===== src/rtl/seq_detect_ctrl_if.sv =====
// rtl/seq_detect_ctrl_if.sv - command, stream and status bundle for seq_detect_ctrl (tmo only with SEQ_DETECT_CTRL_TIMEOUT_EN)
interface seq_detect_ctrl_if #(
  parameter int PAT_W = 8,
  parameter int CNT_W = 16
);
  logic             start;
  logic             abort;
  logic [PAT_W-1:0] pat;
  logic [3:0]       pat_len;
  logic [CNT_W-1:0] window;
  logic [CNT_W-1:0] thresh;
  logic             data_valid;
  logic             data_in;
  logic             busy;
  logic             match;
  logic [CNT_W-1:0] match_cnt;
  logic             done;
  logic             hit;
  logic             err;
`ifdef SEQ_DETECT_CTRL_TIMEOUT_EN
  logic             tmo;
`endif

  modport master (
    output start, abort, pat, pat_len, window, thresh, data_valid, data_in,
`ifdef SEQ_DETECT_CTRL_TIMEOUT_EN
    input  tmo,
`endif
    input  busy, match, match_cnt, done, hit, err
  );

  modport slave (
    input  start, abort, pat, pat_len, window, thresh, data_valid, data_in,
`ifdef SEQ_DETECT_CTRL_TIMEOUT_EN
    output tmo,
`endif
    output busy, match, match_cnt, done, hit, err
  );
endinterface


===== src/rtl/seq_detect_ctrl.sv =====
// rtl/seq_detect_ctrl.sv - run-based programmable serial pattern detector with overlap counting
// Optional idle-gap timeout enabled by SEQ_DETECT_CTRL_TIMEOUT_EN.
module seq_detect_ctrl #(
  parameter int PAT_W = 8,
  parameter int CNT_W = 16
`ifdef SEQ_DETECT_CTRL_TIMEOUT_EN
  , parameter int TIMEOUT = 64
`endif
) (
  input  logic              clk,
  input  logic              rst_n,
  seq_detect_ctrl_if.slave  bus
);
  typedef enum logic [1:0] {S_IDLE, S_ARM, S_SCAN, S_DONE} state_e;

  state_e           state_q, state_d;
  logic [PAT_W-1:0] pat_q, pat_d, hist_q, hist_d;
  logic [3:0]       len_q, len_d;
  logic [CNT_W-1:0] win_q, win_d, thr_q, thr_d;
  logic [CNT_W-1:0] seen_q, seen_d, cnt_q, cnt_d;
  logic             match_q, match_d, hit_q, hit_d, err_q, err_d;
`ifdef SEQ_DETECT_CTRL_TIMEOUT_EN
  logic [15:0]      idle_q, idle_d;
  logic             tmo_q, tmo_d;
`endif

  logic [PAT_W-1:0] mask, hist_nx;
  logic [CNT_W-1:0] seen_nx, cnt_nx;
  logic             pat_hit;

  always_comb begin
    mask = '0;
    for (int i = 0; i < PAT_W; i++) mask[i] = (i < int'(len_q));
  end

  assign hist_nx = {hist_q[PAT_W-2:0], bus.data_in};
  assign seen_nx = (&seen_q) ? seen_q : seen_q + CNT_W'(1);
  assign cnt_nx  = (&cnt_q) ? cnt_q : cnt_q + CNT_W'(1);
  assign pat_hit = (seen_nx >= CNT_W'(len_q)) && ((hist_nx & mask) == (pat_q & mask));

  always_comb begin
    state_d = state_q;
    pat_d   = pat_q;
    hist_d  = hist_q;
    len_d   = len_q;
    win_d   = win_q;
    thr_d   = thr_q;
    seen_d  = seen_q;
    cnt_d   = cnt_q;
    match_d = 1'b0;
    hit_d   = hit_q;
    err_d   = err_q;
`ifdef SEQ_DETECT_CTRL_TIMEOUT_EN
    idle_d  = idle_q;
    tmo_d   = tmo_q;
`endif
    case (state_q)
      S_IDLE: begin
        if (bus.start) begin
          pat_d  = bus.pat;
          len_d  = bus.pat_len;
          win_d  = bus.window;
          thr_d  = bus.thresh;
          hist_d = '0;
          seen_d = '0;
          cnt_d  = '0;
          hit_d  = 1'b0;
          err_d  = 1'b0;
`ifdef SEQ_DETECT_CTRL_TIMEOUT_EN
          tmo_d  = 1'b0;
`endif
          if (bus.pat_len == 4'd0 || int'(bus.pat_len) > PAT_W) begin
            err_d   = 1'b1;
            state_d = S_DONE;
          end else begin
            state_d = S_ARM;
          end
        end
      end
      S_ARM: begin
`ifdef SEQ_DETECT_CTRL_TIMEOUT_EN
        idle_d  = '0;
`endif
        state_d = S_SCAN;
      end
      S_SCAN: begin
        // Abort discards any sample presented in the same cycle.
        if (bus.abort) begin
          state_d = S_DONE;
        end else if (bus.data_valid) begin
          hist_d = hist_nx;
          seen_d = seen_nx;
`ifdef SEQ_DETECT_CTRL_TIMEOUT_EN
          idle_d = '0;
`endif
          if (pat_hit) begin
            match_d = 1'b1;
            cnt_d   = cnt_nx;
            if (thr_q != '0 && cnt_nx == thr_q) begin
              hit_d   = 1'b1;
              state_d = S_DONE;
            end
          end
          if (win_q != '0 && seen_nx == win_q) state_d = S_DONE;
        end
`ifdef SEQ_DETECT_CTRL_TIMEOUT_EN
        else if (idle_q + 16'd1 == 16'(TIMEOUT)) begin
          tmo_d   = 1'b1;
          state_d = S_DONE;
        end else begin
          idle_d = idle_q + 16'd1;
        end
`endif
      end
      S_DONE: state_d = S_IDLE;
      default: state_d = S_IDLE;
    endcase
  end

  always_ff @(posedge clk or negedge rst_n) begin
    if (!rst_n) begin
      state_q <= S_IDLE;
      pat_q   <= '0;
      hist_q  <= '0;
      len_q   <= '0;
      win_q   <= '0;
      thr_q   <= '0;
      seen_q  <= '0;
      cnt_q   <= '0;
      match_q <= 1'b0;
      hit_q   <= 1'b0;
      err_q   <= 1'b0;
`ifdef SEQ_DETECT_CTRL_TIMEOUT_EN
      idle_q  <= '0;
      tmo_q   <= 1'b0;
`endif
    end else begin
      state_q <= state_d;
      pat_q   <= pat_d;
      hist_q  <= hist_d;
      len_q   <= len_d;
      win_q   <= win_d;
      thr_q   <= thr_d;
      seen_q  <= seen_d;
      cnt_q   <= cnt_d;
      match_q <= match_d;
      hit_q   <= hit_d;
      err_q   <= err_d;
`ifdef SEQ_DETECT_CTRL_TIMEOUT_EN
      idle_q  <= idle_d;
      tmo_q   <= tmo_d;
`endif
    end
  end

  assign bus.busy      = (state_q == S_ARM) || (state_q == S_SCAN);
  assign bus.done      = (state_q == S_DONE);
  assign bus.match     = match_q;
  assign bus.match_cnt = cnt_q;
  assign bus.hit       = hit_q;
  assign bus.err       = err_q;
`ifdef SEQ_DETECT_CTRL_TIMEOUT_EN
  assign bus.tmo       = tmo_q;
`endif
endmodule

===== src/flat_wrapper.sv =====
// flat-port wrapper written by rule: the top's interface ports become plain ports
module seq_detect_ctrl_flat 
#(
  parameter int PAT_W = 8,
  parameter int CNT_W = 16

)
  (clk, rst_n, bus_start, bus_abort, bus_pat, bus_pat_len, bus_window, bus_thresh, bus_data_valid, bus_data_in, bus_busy, bus_match, bus_match_cnt, bus_done, bus_hit, bus_err);
  seq_detect_ctrl_if #(.PAT_W(PAT_W), .CNT_W(CNT_W)) bus_i ();
  input  logic clk;
  input  logic rst_n;
  input wire logic [$bits(bus_i.start)-1:0] bus_start;
  input wire logic [$bits(bus_i.abort)-1:0] bus_abort;
  input wire logic [$bits(bus_i.pat)-1:0] bus_pat;
  input wire logic [$bits(bus_i.pat_len)-1:0] bus_pat_len;
  input wire logic [$bits(bus_i.window)-1:0] bus_window;
  input wire logic [$bits(bus_i.thresh)-1:0] bus_thresh;
  input wire logic [$bits(bus_i.data_valid)-1:0] bus_data_valid;
  input wire logic [$bits(bus_i.data_in)-1:0] bus_data_in;
  output wire logic [$bits(bus_i.busy)-1:0] bus_busy;
  output wire logic [$bits(bus_i.match)-1:0] bus_match;
  output wire logic [$bits(bus_i.match_cnt)-1:0] bus_match_cnt;
  output wire logic [$bits(bus_i.done)-1:0] bus_done;
  output wire logic [$bits(bus_i.hit)-1:0] bus_hit;
  output wire logic [$bits(bus_i.err)-1:0] bus_err;
  assign bus_i.start = bus_start;
  assign bus_i.abort = bus_abort;
  assign bus_i.pat = bus_pat;
  assign bus_i.pat_len = bus_pat_len;
  assign bus_i.window = bus_window;
  assign bus_i.thresh = bus_thresh;
  assign bus_i.data_valid = bus_data_valid;
  assign bus_i.data_in = bus_data_in;
  assign bus_busy = bus_i.busy;
  assign bus_match = bus_i.match;
  assign bus_match_cnt = bus_i.match_cnt;
  assign bus_done = bus_i.done;
  assign bus_hit = bus_i.hit;
  assign bus_err = bus_i.err;
  seq_detect_ctrl #(.PAT_W(PAT_W), .CNT_W(CNT_W)) u_core (.clk(clk), .rst_n(rst_n), .bus(bus_i));
endmodule

===== config.mk =====
export PLATFORM = sky130hd
export DESIGN_NAME = seq_detect_ctrl_flat
export DESIGN_NICKNAME = d
export VERILOG_FILES = /design/src/rtl/seq_detect_ctrl_if.sv /design/src/rtl/seq_detect_ctrl.sv /design/src/flat_wrapper.sv
export SDC_FILE = /design/constraint.sdc
export NUM_CORES = 1
export LEC_CHECK = 0
export ABC_AREA = 1
export BUFFER_PORTS_ARGS = -buffer_cell sky130_fd_sc_hd__buf_4
export CAP_MARGIN = 25
export CORE_MARGIN = 2
export CORE_UTILIZATION = 40
export CTS_BUF_LIST = sky130_fd_sc_hd__clkbuf_4 sky130_fd_sc_hd__clkbuf_8
export DETAILED_ROUTE_END_ITERATION = 8
export GPL_TIMING_DRIVEN = 0
export PLACE_DENSITY = 0.56
export SLEW_MARGIN = 20
export SYNTH_ARGS = -nofsm -noshare
export SYNTH_HDL_FRONTEND = slang
export SYNTH_SLANG_ARGS = --single-unit

===== constraint.sdc =====
create_clock -name clk -period 7.1 [get_ports clk]
set_input_delay 1.42 -clock clk [delete_from_list [all_inputs] [get_ports clk]]
set_output_delay 1.42 -clock clk [all_outputs]
set_load 0.02 [all_outputs]

==> impl_metrics.py <==
metrics = {
    "status": {
        "status": "completed",
    },
    "drt": {
        "drtIter0Drc": 423,
        "vias": 5120,
        "wire_per_inst_microns": 15.8,
        "antenna_left": 0,
        "wirelength_mm": 15.8,
        "drc_errors": 0,
        "vias_per_cell": 5.11,
        "drt_pass1_iterations": 5,
    },
    "sta": {
        "hold_ws_ns": 0.500,
        "fin_ws_ns": 3.88,
        "tns_ns": 0,
        "max-slew-margin-rel_pct": 45.7,
        "max_freq_mhz": 310,
        "finalClockSkew_ns": 0.0124,
        "grt_setup_unrepaired": "no",
        "finalCritPeriodShare_pct": 45.4,
        "min_period_ns": 3.22,
        "maxSlewViolCount": 0,
        "setup_viol": 0,
        "final_hold_viol_count": 0,
        "worst_slew_pin_slew_ns": 0.815,
    },
    "floorplanning": {
        "io_pins": 71,
        "die_w_microns": 120,
        "die-area_sq_um": 14300,
        "start_util_pct": 40.7,
        "fp.coreArea_sq_um": 13100,
        "rows": 42,
        "die_y_microns": 120,
    },
    "place": {
        "dp_hpwl_mm": 12.0,
        "port-buffer-count": 70,
        "placed_area_sq_um": 6100,
        "preCtsSetupSlack_ns": 3.90,
        "gp_routability_congestion": 0.912,
    },
    "cells_and_area": {
        "nets": 880,
        "layout-drive-gt1-share_pct": 14.8,
        "area_growth_pct": 18.7,
        "final_util_pct": 48.3,
        "diodes": 0,
        "fin_area_sq_um": 6350,
    },
    "synth": {
        "synth_area_per_cell_sq_um": 7.22,
        "synthCells": 740,
        "ys_ff_latch": 88,
        "synth_nets": 799,
        "synth_compound_area_share_pct": 8.92,
        "synthDistinctLibCells": 32,
        "synth_mux_area_share_pct": 2.53,
        "synth-xor-area-share_pct": 3.93,
        "synth_top_family_by_area": "simple AND/OR/NAND/NOR gates",
        "synthAdderAreaFrac_pct": 2.11,
        "synth-simple-area-share_pct": 32.1,
        "syn_area_sq_um": 5350,
        "yosysWarnings": 0,
        "ys_seq_area_share_pct": 41.2,
    },
    "clocking": {
        "htree_levels": 3,
        "cts_tree": "yes",
        "ctsHoldBuffers": 0,
        "cts_sinks": 88,
        "cts_buffers": 9,
        "clk_pin_slew_worst_paths_ns": 0.09,
        "clk_latency_ns": 0.39,
        "clockBufferDepth": 2,
        "root_buffer": "clkbuf_8",
        "cts-resized-gates": 0,
        "cts_setup_buffers": 0,
    },
    "global_route": {
        "grt_pass1_wl_mm": 26.0,
        "globalRouteTotalUtil_pct": 23.4,
        "antenna_found_initial": 0,
        "grt_pass1_vias": 5106,
        "grt_max_degree": 89,
        "overflow": 0,
    },
    "job": {
        "max-cap-violations": 0,
    },
    "setup_path": {
        "path_class": "reg -> reg",
        "worstSetupEndpointType": "flip-flop",
        "ff2ff_path_depth": 25,
        "crit_arrival_ns": 3.49,
        "critPathLaunchType": "flip-flop",
        "cp.required_ns": 7.36,
        "crit_fanout": 10,
    },
    "pwr": {
        "vdd_drop_max_v": 0.000132,
        "p_leak_nw": 3.15,
        "pwr_density_cell_nw_per_um2": 324,
    },
    "min_path": {
        "hold_class": "reg -> reg",
        "whs_path_depth": 2,
    },
}
## layer usage
layer  up-vias  share of wire, %  GRT usage, %
met5         -                 0             0
met4         0               3.4          9.04
met3        30               4.9          5.09
met2       150                49          40.1
met1      2397                43          28.9
li1       2543                 -             -
## placed cells by master, fill, tap and decap left out
cell type / netlist / final
inv_1: 98 / 98
xor2_1: 19 / 19
clkbuf_8: 0 / 10
nor4_1: 4 / 4
nand3_1: 88 / 88
inv_2: 2 / 2
nand3b_1: 2 / 2
nor2_2: 4 / 4
a211oi_2: 1 / 1
o22ai_1: 14 / 14
or3_1: 1 / 1
nor2_1: 89 / 89
o21ai_1: 12 / 12
bufinv_16: 0 / 3
o21ai_0: 25 / 25
nor3b_1: 1 / 1
clkbuf_1: 9 / 9
clkinvlp_4: 0 / 2
dfrtp_1: 88 / 88
inv_6: 0 / 1
nand4_1: 15 / 15
nor2_4: 2 / 2
mux2_2: 12 / 12
buf_1: 5 / 5
nand2_1: 184 / 184
nor3_1: 2 / 2
nand2_4: 2 / 2
buf_4: 2 / 71
buf_2: 3 / 3
buf_6: 3 / 4
xnor2_1: 5 / 5
a21boi_4: 1 / 1
o31ai_1: 1 / 1
nand2_2: 4 / 4
ha_1: 9 / 9
a21oi_1: 33 / 33
## logic make-up after synthesis
| family | after synthesis |
|---|---|
| simple gates | 398 |
| compound gates | 87 |
| xor+xnor | 24 |
| buf+inv | 122 |
| flops | 88 |
| fa+ha+maj | 9 |
| mux | 12 |
## critical path, cell delays in order, from the launching register on
cell and delay [ns]:
dfrtp_1 0.41, ha_1 0.24, nand2_2 0.08, nor2_4 0.18
nand2_4 0.09, inv_2 0.07, nand2_4 0.07, buf_6 0.15
nand2_1 0.08, nand2_1 0.10, ha_1 0.31, inv_1 0.05
nand2_1 0.04, nand2_1 0.05, nand2_1 0.05, nand2_1 0.05
nand2_1 0.05, nand2_1 0.05, nand3_1 0.09, nor3_1 0.14
nand3_1 0.12, nand2_2 0.15, a21boi_4 0.09, buf_4 0.19
nand3_1 0.09, o21ai_0 0.10
## state kept, by name, indices dropped and copies added, names as in the netlist
| register | cells |
|---|---|
| u_core.seen_q | 16 |
| u_core.pat_q | 8 |
| u_core.thr_q | 16 |
| u_core.bus.match | 1 |
| u_core.bus.hit | 1 |
| u_core.bus.err | 1 |
| u_core.state_q | 2 |
| u_core.bus.match_cnt | 16 |
| u_core.hist_q | 7 |
| u_core.len_q | 4 |
| u_core.win_q | 16 |
## report_power, final
group	switching (W)	internal (W)	total (W)
logic	0.000554	0.000305	0.000859
registers	0.000108	0.000642	0.000749
clock network	0.000206	0.000245	0.000450
## through the flow
step	power [W]	instances
floorplan	0.00132	740
global placement	0.00160	986
detailed placement	0.00162	986
CTS	0.00208	1002
global route	0.00222	1002
finish	0.00206	1002
## final timing paths
check                                              from                                  end  slack [ns]
min reg2reg                  u_core.bus.err$_DFFE_PN0P_           u_core.bus.err$_DFFE_PN0P_        0.50
max in group asynchronous                         rst_n  u_core.bus.match_cnt[0]$_DFFE_PN0P_        5.45
min in group asynchronous                         rst_n          u_core.pat_q[3]$_DFFE_PN0P_        1.10
max                        u_core.seen_q[0]$_DFFE_PN0P_  u_core.bus.match_cnt[4]$_DFFE_PN0P_        3.88
max reg2reg                u_core.seen_q[0]$_DFFE_PN0P_  u_core.bus.match_cnt[4]$_DFFE_PN0P_        3.88
min                          u_core.bus.err$_DFFE_PN0P_           u_core.bus.err$_DFFE_PN0P_        0.50
## cell type report
class / count / area (sq um)
fill: 1351 / 6790
multi-input combinational: 530 / 2650
sequential: 88 / 2200
timing repair buffer: 70 / 529
inverter: 100 / 375
tap: 176 / 220
clock buffer: 10 / 138
buffer: 22 / 116
clock inverter: 6 / 114
## synthesized netlist by cell type, drive strengths merged
| cell | count | share of area (%) |
|---|---|---|
| nor4 | 4 | 0.47 |
| inv | 100 | 7.0 |
| o21ai | 37 | 3.5 |
| o22ai | 14 | 1.6 |
| nor2 | 95 | 7.1 |
| a21boi | 1 | 0.35 |
| xor2 | 19 | 3.1 |
| nand3 | 88 | 8.2 |
| nand4 | 15 | 1.8 |
| clkbuf | 9 | 0.63 |
| nand3b | 2 | 0.28 |
| nor3b | 1 | 0.14 |
| a21oi | 33 | 3.1 |
| xnor2 | 5 | 0.82 |
| or3 | 1 | 0.12 |
| ha | 9 | 2.1 |
| nand2 | 190 | 14 |
| a211oi | 1 | 0.23 |
| dfrtp | 88 | 41 |
| buf | 13 | 1.5 |
| o31ai | 1 | 0.14 |
| nor3 | 2 | 0.19 |
| mux2 | 12 | 2.5 |
Note: power is estimated with default switching activity, not from simulation.
